[src/rtl/fetch_unit_if.sv]
// fetch_unit_if -- instruction-memory bus and instruction stream of the fetch unit.
//   imem_req/imem_addr    : fetch request and byte address (fetch side drives)
//   imem_ack/imem_rdata   : request accepted, read data valid in the same cycle
//   pc/instruction        : fetched instruction and its address (fetch side drives)
//   instr_valid/instr_ready : valid/ready handshake towards the CPU
// modport master = fetch unit, modport slave = memory + CPU side.
interface fetch_unit_if;
    logic        imem_req;
    logic [31:0] imem_addr;
    logic        imem_ack;
    logic [31:0] imem_rdata;
    logic [31:0] pc;
    logic [31:0] instruction;
    logic        instr_valid;
    logic        instr_ready;

    modport master (
        output imem_req, imem_addr, pc, instruction, instr_valid,
        input  imem_ack, imem_rdata, instr_ready
    );
    modport slave (
        input  imem_req, imem_addr, pc, instruction, instr_valid,
        output imem_ack, imem_rdata, instr_ready
    );
endinterface

[src/rtl/fetch_unit.sv]
// fetch_unit -- sequential instruction fetcher with branch redirect and halt.
// Ports:
//   clk, reset      : clock, synchronous active-low reset
//   start           : leave IDLE and begin fetching at RESET_PC
//   stall           : hold off new memory requests (never aborts one in flight)
//   branch_taken/branch_target : redirect the fetch stream
//   halted, align_err : status flags (DONE reached, misaligned branch target)
//   bus             : fetch_unit_if.master (imem request bus + instruction stream)
// Optional feature: define FETCH_ALIGN_CHECK_EN to halt with align_err on a
// branch target whose low two bits are non-zero; otherwise those bits are
// cleared and align_err stays 0.
module fetch_unit #(
    parameter logic [31:0] RESET_PC = 32'h0000_0000,
    parameter logic [31:0] PC_LIMIT = 32'h0000_001C
) (
    input  logic                clk,
    input  logic                reset,
    input  logic                start,
    input  logic                stall,
    input  logic                branch_taken,
    input  logic [31:0]         branch_target,
    output logic                halted,
    output logic                align_err,
    fetch_unit_if.master        bus
);
    typedef enum logic [2:0] {IDLE, REQ, HOLD, WAIT, DONE} state_t;

    state_t      state, state_nxt;
    logic        kill;          // outstanding request was redirected; drop its data
    logic [31:0] kill_target;   // where to go once the killed request is acked
    logic [31:0] target;
    logic        bad_target;
    logic        handshake;

`ifdef FETCH_ALIGN_CHECK_EN
    localparam bit ALIGN_CHECK = 1'b1;
    assign target = branch_target;
`else
    localparam bit ALIGN_CHECK = 1'b0;
    assign target = {branch_target[31:2], 2'b00};
`endif

    assign bad_target   = ALIGN_CHECK && (branch_target[1:0] != 2'b00);
    assign handshake    = bus.instr_valid && bus.instr_ready;
    assign bus.imem_req = (state == REQ);

    always_ff @(posedge clk) begin
        if (!reset) state <= IDLE;
        else        state <= state_nxt;
    end

    always_comb begin
        state_nxt = state;
        case (state)
            IDLE: if (start) state_nxt = REQ;
            REQ: begin
                if (branch_taken && bad_target)
                    state_nxt = DONE;
                else if (bus.imem_ack && !kill && !branch_taken)
                    state_nxt = HOLD;
                // killed or redirected-on-ack requests reissue from REQ
            end
            HOLD, WAIT: begin
                // a branch wins over both the +4 stream and the PC_LIMIT halt
                if (branch_taken)
                    state_nxt = bad_target ? DONE : (stall ? WAIT : REQ);
                else if (state == HOLD) begin
                    if (handshake)
                        state_nxt = (bus.pc == PC_LIMIT) ? DONE : (stall ? WAIT : REQ);
                end else if (!stall)
                    state_nxt = REQ;
            end
            DONE:    state_nxt = DONE;
            default: state_nxt = IDLE;
        endcase
    end

    // imem_addr always holds the next address to fetch, so it is stable
    // throughout REQ until the ack arrives.
    always_ff @(posedge clk) begin
        if (!reset) begin
            bus.pc          <= RESET_PC;
            bus.instruction <= '0;
            bus.instr_valid <= 1'b0;
            bus.imem_addr   <= RESET_PC;
            kill            <= 1'b0;
            kill_target     <= '0;
            halted          <= 1'b0;
        end else begin
            case (state)
                IDLE: if (start) bus.imem_addr <= RESET_PC;
                REQ: begin
                    if (branch_taken) begin
                        if (bus.imem_ack) begin
                            bus.imem_addr <= target;
                            kill          <= 1'b0;
                        end else begin
                            kill          <= 1'b1;
                            kill_target   <= target;
                        end
                    end else if (bus.imem_ack) begin
                        if (kill) begin
                            bus.imem_addr <= kill_target;
                            kill          <= 1'b0;
                        end else begin
                            bus.instruction <= bus.imem_rdata;
                            bus.pc          <= bus.imem_addr;
                            bus.instr_valid <= 1'b1;
                            bus.imem_addr   <= bus.imem_addr + 32'd4;
                        end
                    end
                end
                HOLD: begin
                    if (branch_taken) begin
                        bus.instr_valid <= 1'b0;
                        bus.imem_addr   <= target;
                    end else if (handshake)
                        bus.instr_valid <= 1'b0;
                end
                WAIT: if (branch_taken) bus.imem_addr <= target;
                default: ;
            endcase
            if (state_nxt == DONE) halted <= 1'b1;
        end
    end

`ifdef FETCH_ALIGN_CHECK_EN
    always_ff @(posedge clk) begin
        if (!reset)
            align_err <= 1'b0;
        else if (branch_taken && bad_target && (state inside {REQ, HOLD, WAIT}))
            align_err <= 1'b1;
    end
`else
    assign align_err = 1'b0;
`endif
endmodule

[src/flat_wrapper.sv]
// flat-port wrapper written by rule: the top's interface ports become plain ports
module fetch_unit_flat 
#(
    parameter logic [31:0] RESET_PC = 32'h0000_0000,
    parameter logic [31:0] PC_LIMIT = 32'h0000_001C
)
  (clk, reset, start, stall, branch_taken, branch_target, halted, align_err, bus_imem_req, bus_imem_addr, bus_pc, bus_instruction, bus_instr_valid, bus_imem_ack, bus_imem_rdata, bus_instr_ready);
  fetch_unit_if bus_i ();
  input  logic clk;
  input  logic reset;
  input  logic start;
  input  logic stall;
  input  logic branch_taken;
  input  logic [31:0] branch_target;
  output logic halted;
  output logic align_err;
  output wire logic [$bits(bus_i.imem_req)-1:0] bus_imem_req;
  output wire logic [$bits(bus_i.imem_addr)-1:0] bus_imem_addr;
  output wire logic [$bits(bus_i.pc)-1:0] bus_pc;
  output wire logic [$bits(bus_i.instruction)-1:0] bus_instruction;
  output wire logic [$bits(bus_i.instr_valid)-1:0] bus_instr_valid;
  input wire logic [$bits(bus_i.imem_ack)-1:0] bus_imem_ack;
  input wire logic [$bits(bus_i.imem_rdata)-1:0] bus_imem_rdata;
  input wire logic [$bits(bus_i.instr_ready)-1:0] bus_instr_ready;
  assign bus_imem_req = bus_i.imem_req;
  assign bus_imem_addr = bus_i.imem_addr;
  assign bus_pc = bus_i.pc;
  assign bus_instruction = bus_i.instruction;
  assign bus_instr_valid = bus_i.instr_valid;
  assign bus_i.imem_ack = bus_imem_ack;
  assign bus_i.imem_rdata = bus_imem_rdata;
  assign bus_i.instr_ready = bus_instr_ready;
  fetch_unit #(.RESET_PC(RESET_PC), .PC_LIMIT(PC_LIMIT)) u_core (.clk(clk), .reset(reset), .start(start), .stall(stall), .branch_taken(branch_taken), .branch_target(branch_target), .halted(halted), .align_err(align_err), .bus(bus_i));
endmodule
[config.mk]
export PLATFORM = sky130hd
export DESIGN_NAME = fetch_unit_flat
export DESIGN_NICKNAME = d
export VERILOG_FILES = /design/src/rtl/fetch_unit_if.sv /design/src/rtl/fetch_unit.sv /design/src/flat_wrapper.sv
export SDC_FILE = /design/constraint.sdc
export NUM_CORES = 1
export LEC_CHECK = 0
export ABC_AREA = 0
export BUFFER_PORTS_ARGS = -buffer_cell sky130_fd_sc_hd__buf_4
export CAP_MARGIN = 20
export CORE_MARGIN = 3
export CORE_UTILIZATION = 30
export DETAILED_ROUTE_END_ITERATION = 16
export SLEW_MARGIN = 20
export SYNTH_ARGS = -nofsm -noshare
export SYNTH_HDL_FRONTEND = slang
export SYNTH_SLANG_ARGS = --single-unit
[constraint.sdc]
create_clock -name clk -period 2 [get_ports clk]
set_clock_uncertainty 0.2 [all_clocks]
set_input_delay 0.2 -clock clk [delete_from_list [all_inputs] [get_ports clk]]
set_output_delay 0.2 -clock clk [all_outputs]
set_load 0.02 [all_outputs]
Word-level counts from Yosys, hierarchy flattened
Index checks and enable logic that the tools add are counted.
{"block": "op_classes", "add_sub_neg": 1, "multipliers": 0, "div_mod_pow": 0, "magnitude_cmp": 0, "n_eq_ne": 12, "shifts": 0, "n_mux": 25, "bitwise_logic": 3, "n_reduce_logical": 15}
{"operator": "$mux 32", "n": 6}
{"operator": "$pmux 32 s3", "n": 1}
{"operator": "$add 32x3->32 const B", "n": 1}
{"operator": "$eq 32x5->1 const B", "n": 1}
{"operator": "$mux 3", "n": 7}
{"operator": "$pmux 3 s4", "n": 1}
{"operator": "$mux 1", "n": 8}
{"operator": "$reduce_and 4->1", "n": 2}
{"operator": "$eq 3x2->1 const B", "n": 2}
{"operator": "$eq 3x3->1 const B", "n": 2}
{"operator": "$ne 2x2->1 const B", "n": 3}
{"operator": "$reduce_and 5->1", "n": 1}
{"operator": "$ne 2x1->1 const B", "n": 2}
{"operator": "$reduce_bool 2->1", "n": 2}
{"operator": "$eq 3x1->1 const B", "n": 1}
{"operator": "$logic_and 1x1->1", "n": 3}
{"operator": "$logic_not 3->1", "n": 1}
{"operator": "$ne 3x2->1 const B", "n": 1}
{"operator": "$not 1->1", "n": 3}
{"operator": "$reduce_and 3->1", "n": 1}
{"operator": "$reduce_bool 3->1", "n": 1}
{"operator": "$logic_not 1->1", "n": 2}
{"operator": "$mux 2", "n": 1}
{"operator": "$pmux 1 s2", "n": 1}
{"operator": "2 further kinds", "n": 2}
{"block": "totals", "register_bits": 132, "latch_bits": 0, "mem_bits_rw": 0, "mem_bits_ro": 0, "output_inout_bits": 100, "word_cells": 64, "memories": 0}

Logic depth before layout (Yosys ltp)
Gate-level depths: netlist of the first run.
{"block": "depth", "ltp_word": 7, "depth_mapped": 9, "ltp_nobuf": 7}

Worst setup path after synthesis of the first run
Ideal clock, no wire load.
{"block": "synth_path", "path_kind": "flip-flop to flip-flop", "startpoint": "reg u_core.bus.imem_addr[4]", "endpoint": "reg u_core.bus.imem_addr[27]", "setup_ns": 0.135, "arrival_time_ns": 1.846, "t_required_ns": 1.665, "path_slack_ns": -0.181, "path_stages_with_launch": 8, "n_path_buf": 2, "period_less_slack_ns": 2.181, "path_cell_list": "dfxtp_1 > buf_2 > and4_4 > and4_1 > buf_6 > nor4b_4 > or3b_1 > nor4b_4"}
{"block": "synth_via", "elab_chain_len": 5}
{"element": "start: declaration", "line": "fetch_unit_if.sv:18", "source": "output imem_req, imem_addr, pc, instruction, instr_valid,"}
{"element": "start signal: assignment", "line": "fetch_unit.sv:95", "source": "bus.imem_addr <= target;"}
{"element": "start signal: assignment", "line": "fetch_unit.sv:103", "source": "bus.imem_addr <= kill_target;"}
{"element": "start signal: assignment", "line": "fetch_unit.sv:109", "source": "bus.imem_addr <= bus.imem_addr + 32'd4;"}
{"element": "$add 32x3->32", "line": "fetch_unit.sv:109"}
{"element": "$mux 32", "line": "fetch_unit.sv:102", "source": "if (kill) begin"}
{"element": "$mux 32", "line": "fetch_unit.sv:101", "source": "end else if (bus.imem_ack) begin"}
{"element": "$mux 32", "line": "fetch_unit.sv:93", "source": "if (branch_taken) begin"}
{"element": "$pmux 32 s3", "line": "fetch_unit.sv:90", "source": "case (state)"}
No other way between the ends. The select of a mux whose other input is x is not followed.
A chain may end at the register's enable or synchronous reset.

Worst setup path after layout of the first run
{"block": "layout_path", "startpoint": "reg u_core.state[0]", "endpoint": "reg u_core.bus.imem_addr[23]"}
{"block": "layout_via", "elab_chain_len": 4}
{"element": "start: declaration", "line": "fetch_unit.sv:28", "source": "state_t state, state_nxt;"}
{"element": "start signal: assignment", "line": "fetch_unit.sv:49", "source": "else state <= state_nxt;"}
{"element": "$eq 3x2->1", "line": "fetch_unit.sv:90"}
{"element": "$reduce_or 2->1 (no line)"}
{"element": "$ne 2x1->1 (no line) / $reduce_bool 3->1 (equally long branches)"}
{"element": "$reduce_and 4->1 (no line)"}
Several ways; a longest one is shown, not always the timed one.

==> impl_metrics.tcl, run 1 <==
set metrics [dict create \
    r2r_cells 6 \
    synth_top_area_share 0.414 \
    hold_viol 0 \
    syn-cell-area_sq_mm 0.00618 \
    ys_seq_elements 128 \
    cts_buffers 17 \
    fill_cells 1978 \
    setup_slack_ns 0.0383 \
    die_w_um 150 \
    grt_pass1_vias 6450 \
    cts_root_buffer "clkbuf_16" \
    ys_types 68 \
    synth_area_leaders "dfxtp_1, nand2_1, a21oi_1" \
    yosysSeqAreaShare 0.414 \
    min_path_cells 5 \
    reg2reg_to "u_core.bus.imem_addr[23]" \
    cpPeakStageDelay_ns 0.39 \
    die_h_um 150 \
    ioPinCount 171 \
    drc 0 \
    grt_first_pass_wirelength_um 34800 \
    hold_class "input port to register" \
    fin_cells 1381 \
    worst_pin_slew_ns 0.516 \
    clock_sinks 128 \
    cp-end-kind "register" \
    yosysTopAreaCell "dfxtp_1" \
    cp_max_fo 9 \
    relSlewSlack 0.656 \
    cp_cell_sequence "mux2_2 -> o211a_2 -> buf_4 -> mux2i_1 -> a22oi_1 -> nand2_1" \
    postSynthCellCount 832 \
    p_leak_nw 3.81 \
    worst_path_max_delay_cell "mux2_2" \
    clock_latency_ns 0.42 \
    cap_violations 0 \
    setup_viol 0 \
    insertedDiodeCount 0 \
    grt_max_degree 53 \
    slew_viol_final 0 \
    setup_tns_ns 0 \
    coreArea_sq_mm 0.0198 \
    nets 1175 \
    avgSynthCellArea_sq_um 7.43 \
    rsz0062_at_grt "true" \
    clock.fmax_mhz 510 \
    fin_crit_ns 1.96 \
    gr-total-overflow 0 \
    fin_crit_sh 0.981 \
    final_antenna_net_count 0 \
    die_area_sq_mm 0.0224 \
    min-delay-start "start" \
    timing.rr.start "u_core.state[0]" \
    htree_levels 4 \
    cts_max_path_buffers 2 \
    grt_usage 0.196 \
    worst-setup-path-type "register to register" \
    status "finished clean" \
    routed_wl_um 22200 \
    synthFlopType "dfxtp_1" \
    drive_above_1_share 0.289 \
    wl_per_cell_um 16.1 \
    synth_edf_count 0 \
    start_kind "register" \
    clk_pin_slew_worst_paths_ns 0.06 \
    port_buffers 163 \
    rows 51 \
    r2r_slack_ns 0.04 \
    post-place-cells 1281 \
    via_per_inst 4.95 \
    irDropWorstVdd_uv 592 \
    ys_warn_count 0 \
    min_to "u_core.state[0]" \
    power_density_mw_per_mm2 765 \
    async_flop_share 0 \
    cp.required_ns 2.09 \
    areaGrowthSynthToFinish_pct 55.3 \
    drt_iter0_markers 436 \
    hpwl_um 15700 \
    vias 6838 \
    initial_utilization 0.312 \
    antenna_found_initial 0 \
    cts_tree "done" \
    place_ws_ns 0.0293 \
    drt-pass1-iter-count 7 \
    arrival_ns 2.06 \
    gp_congestion 0.916 \
]
==> synth_stat cells (2+ instances only) <==
cell type  count
a211o_1        2
a21oi_1      118
a221oi_1       9
a22o_1         2
a22oi_1        5
a31oi_1       10
a32oi_1        3
and2_1         5
and3_1         2
and4_1         4
and4_2         2
buf_1          3
buf_2         19
buf_4          7
clkbuf_1      38
dfxtp_1      128
inv_1         11
inv_2          2
mux2_2         2
mux2i_1        5
nand2_1      242
nand2b_1       8
nand3_1       20
nand3b_1       2
nand4_1       15
nor2_1        25
nor2b_1        3
nor3_1        16
nor4_1        14
nor4b_1        2
nor4b_4        3
o211ai_1       8
o21a_1         7
o21ai_0       36
o22ai_1        2
o31ai_1        3
or2_2          2
or3_1          8
xnor2_1        5
xor2_1         6
==> cell families (layout without fill, tap and decap cells) <==
logic type                 after synthesis  after routing  share of synthesized area
xor gates and xnor gates                11             11                     0.0156
other                                    1              5                   0.000607
buffers and inverters                   83            363                     0.0599
AOI/OAI and AO/OA                      222            222                      0.212
adders and majority gates                1              1                    0.00202
muxes                                    7              7                     0.0117
DFF                                    128            128                      0.414
and+or+nand+nor                        379            379                      0.284
==> worst max path at each step <==
| stage | from | endpoint | slack (ns) | cells past startpoint |
|---|---|---|---|---|
| 2_1_floorplan | u_core.bus.imem_addr[11] | u_core.bus.imem_addr[27] | -0.03 | 7 |
| 3_3_place_gp | u_core.state[0] | u_core.bus.imem_addr[19] | 0.02 | 7 |
| 3_5_place_dp | u_core.state[0] | u_core.bus.imem_addr[19] | 0.03 | 7 |
| 4_1_cts | u_core.state[0] | u_core.bus.imem_addr[10] | 0.01 | 6 |
| 5_1_grt | u_core.bus.imem_addr[7] | u_core.bus.imem_addr[20] | -0.02 | 7 |
| 6_report | u_core.state[0] | u_core.bus.imem_addr[23] | 0.04 | 6 |
==> state kept, by name, summed over array words and instances (netlist names) <==
name                    cells
u_core.bus.imem_addr       30
u_core.kill                 1
u_core.kill_target         30
u_core.bus.instr_valid      1
u_core.bus.instruction     32
u_core.bus.pc              30
u_core.halted               1
u_core.state                3
==> report_power, final <==
group | switching [mW] | internal [mW]
clock network | 1.19 | 2.15
registers | 0.0584 | 2.65
logic | 0.702 | 0.596
total | 1.95 | 5.39
==> cell usage in the layout (no fill, tap or decap), drive strengths merged, types with 3 or more instances in the layout <==
| cell | synthesis | layout |
|---|---|---|
| nor2b | 3 | 3 |
| bufinv | 0 | 3 |
| clkinv | 1 | 4 |
| or3 | 8 | 8 |
| nand2b | 8 | 8 |
| nand4 | 15 | 15 |
| nor4b | 5 | 5 |
| nand2 | 243 | 243 |
| nand3 | 20 | 20 |
| xor2 | 6 | 6 |
| nor4 | 14 | 14 |
| a31oi | 10 | 10 |
| a22oi | 5 | 5 |
| nor2 | 25 | 25 |
| xnor2 | 5 | 5 |
| o21ai | 37 | 37 |
| clkbuf | 39 | 23 |
| a21oi | 118 | 118 |
| o31ai | 3 | 3 |
| buf | 30 | 250 |
| nor3 | 16 | 16 |
| a221oi | 9 | 9 |
| o21a | 7 | 7 |
| and4 | 7 | 7 |
| inv | 13 | 16 |
| conb | 1 | 5 |
| and2 | 5 | 5 |
| o211ai | 9 | 9 |
| dlygate4sd3 | 0 | 66 |
| dfxtp | 128 | 128 |
| mux2i | 5 | 5 |
| a32oi | 3 | 3 |
==> area by class of cell <==
cell class,count,area [sq um],share of cell area
Clock buffer,22,495,0.0516
Clock inverter,10,144,0.0150
Inverter,14,53.8,0.00560
Multi-Input combinational cell,625,3310,0.345
Sequential cell,128,2590,0.269
Tap cell,265,332,0.0345
Timing Repair Buffer,317,2670,0.279
==> metal layers <==
layer | vias up | routed length, um | global-route usage
met5 | - | 0 | 0
met4 | 0 | 403 | 0.0618
met3 | 24 | 1410 | 0.0357
li1 | 3435 | - | -
met1 | 3148 | 10600 | 0.279
met2 | 231 | 9810 | 0.299
==> repair_timing <==
action / in CTS / in global routing
gates cloned: 0 / 1
setup endpoints to repair: 1 / 15
hold endpoints to repair: 84 / 0
gates resized for setup: 1 / 13
pin swaps: 0 / 2
setup buffers: 0 / 1
hold buffers: 66 / 0
==> through the flow <==
step	power (mW)	hold WS, ns	instance area [sq um]	utilization
3_3_place_gp	3.93	0.237	8210	0.414
6_report	7.35	0.0815	9600	0.484
4_1_cts	7.40	0.0604	9510	0.479
3_5_place_dp	3.93	0.241	8210	0.414
2_1_floorplan	3.36	0.132	6240	-
5_1_grt	7.67	0.123	9600	0.484
==> worst max-delay path, delay by kind of cell (launching register included) <==
family / cells / cell delay (ns)
DFF: 1 / 0.34
AOI/OAI and AO/OA: 2 / 0.50
and+or+nand+nor: 1 / 0.10
buffers and inverters: 1 / 0.19
muxes: 2 / 0.51
No activity file was read; power rests on OpenSTA's default activity.
==> inputs of run 2 (changes only) <==
--- a/config.mk
+++ b/config.mk
@@ -8,9 +8,12 @@
 export ABC_AREA = 0
 export BUFFER_PORTS_ARGS = -buffer_cell sky130_fd_sc_hd__buf_4
 export CAP_MARGIN = 20
+export CELL_PAD_IN_SITES_DETAIL_PLACEMENT = 2
+export CELL_PAD_IN_SITES_GLOBAL_PLACEMENT = 2
 export CORE_MARGIN = 3
-export CORE_UTILIZATION = 30
+export CORE_UTILIZATION = 26
 export DETAILED_ROUTE_END_ITERATION = 16
+export PLACE_DENSITY_LB_ADDON = 0.1
 export SLEW_MARGIN = 20
 export SYNTH_ARGS = -nofsm -noshare
 export SYNTH_HDL_FRONTEND = slang
==> impl_metrics.tcl, run 2 (synthesis results as in run 1) <==
set metrics [dict create \
    drc 0 \
    final_common_cell "buf_4" \
    fin_crit_ns 2.01 \
    final_util 0.439 \
    regMostFlops "u_core.bus.instruction" \
    power_density_mw_per_mm2 742 \
    clk_pin_slew_worst_paths_ns 0.06 \
    die_h_um 160 \
    hpwl_um 19400 \
    routed_wl_um 30500 \
    vias 7283 \
    die_w_um 160 \
    initial_utilization 0.269 \
    post-place-cells 1340 \
    setup_viol 1 \
    violations "negative setup slack" \
    cp-end-kind "register" \
    wl_per_cell_um 21.0 \
    fin_crit_sh 1.00 \
    hold_class "input port to register" \
    fin_cells 1455 \
    irDropWorstVdd_uv 456 \
    cts_buffers 17 \
    port_buffers 163 \
    hold_ws_ns 0.0595 \
    slew_viol_final 0 \
    grt_usage 0.222 \
    clock.fmax_mhz 498 \
    start_kind "input port" \
    nets 1201 \
    fill_cells 2603 \
    cap_violations 0 \
    relSlewSlack 0.632 \
    areaGrowthSynthToFinish_pct 63.1 \
    grt_pass1_vias 7777 \
    gp_congestion 0.781 \
    cp_max_fo 8 \
    rsz0062_at_grt "true" \
    antenna_found_initial 1 \
    drt_iter0_markers 399 \
    htree_levels 4 \
    ioPinCount 171 \
    cts_tree "done" \
    setup_slack_ns -0.00622 \
    cts_max_path_buffers 2 \
    rows 55 \
    die_area_sq_mm 0.0257 \
    largest_reg_flops 32 \
    clock_sinks 128 \
    final_antenna_net_count 0 \
    grt_first_pass_wirelength_um 45300 \
    worst_pin_slew_ns 0.552 \
    drt-pass1-iter-count 5 \
    grt_max_degree 67 \
    status "complete, but fails checks" \
    clock_latency_ns 0.43 \
    drive_above_1_share 0.323 \
    mostFrequentLayoutCells "buf_4, nand2_1, a21oi_1" \
    cts_root_buffer "clkbuf_16" \
    arrival_ns 2.11 \
    worst-setup-path-type "input port to register" \
    p_leak_nw 4.02 \
    via_per_inst 5.01 \
    gr-total-overflow 0 \
    cp.required_ns 2.11 \
    hold_viol 0 \
    coreArea_sq_mm 0.0230 \
]
## run 2: cell types whose count changed in the layout (fill, tap and decap cells not counted), sizes merged
cell,previous run,this run
clkbuf,23,22
bufinv,3,2
clkinvlp,1,2
clkinv,4,7
diode,0,1
buf,250,273
## run 2: where the power goes
part	switching (mW)	internal, mW	total [mW]
logic	0.832	0.683	1.52
registers	0.0684	2.65	2.72
clock network	1.32	1.93	3.25
## run 2: stage by stage
step	TNS (ns)	cell area [sq um]	total power, mW	worst slack, ns
4_1_cts	-0.100	9730	7.43	-0.0596
6_report	-0.00622	10100	7.48	-0.00622
3_5_place_dp	-2.28	8380	4.02	-0.117
3_3_place_gp	-0.105	8380	4.00	-0.0504
5_1_grt	-0.751	10100	7.78	-0.0711
2_1_floorplan	-0.0300	6240	3.36	-0.0300
## run 2: final timing paths
kind,cells past startpoint,slack [ns],startpoint,endpoint
setup / recovery,8,-0.006,bus_imem_ack,u_core.bus.imem_addr[31]
hold / removal,5,0.06,start,u_core.state[0]
setup reg to reg,9,0.01,u_core.state[0],u_core.bus.imem_addr[24]
hold reg to reg,2,0.26,u_core.kill_target[3],u_core.kill_target[3]
## run 2: worst max-delay path, stage by stage
cell	delay, ns
dlygate4sd3_1	0.53
buf_4	0.13
mux2_4	0.29
o211ai_4	0.32
buf_6	0.17
clkbuf_16	0.16
o21ai_0	0.11
o21a_1	0.20
## run 2: per-layer routing
metal | up-vias | track usage | wire length (um)
met3 | 21 | 0.0371 | 1270
li1 | 3489 | - | -
met2 | 185 | 0.383 | 15000
met5 | - | 0 | 0
met4 | 0 | 0.0485 | 315
met1 | 3588 | 0.292 | 13900
## run 2: final cells by class
class | count | area (sq um) | share of cell area
antenna | 1 | 2.50 | 0.000248
clock buffer | 18 | 450 | 0.0447
clock inverter | 13 | 150 | 0.0149
inverter | 14 | 60.1 | 0.00596
multi-input combinational | 625 | 3470 | 0.345
sequential | 128 | 2590 | 0.257
tap | 313 | 392 | 0.0388
timing repair buffer | 343 | 2960 | 0.294
## run 2: timing repair
| item | CTS | global route |
|---|---|---|
| endpoints found under the setup margin | 85 | 113 |
| endpoints found under the hold margin | 85 | 0 |
| buffers inserted | 3 | 8 |
| pin swaps | 0 | 6 |
| gates cloned | 2 | 4 |
| hold buffers | 66 | 0 |
| resized for setup | 12 | 42 |
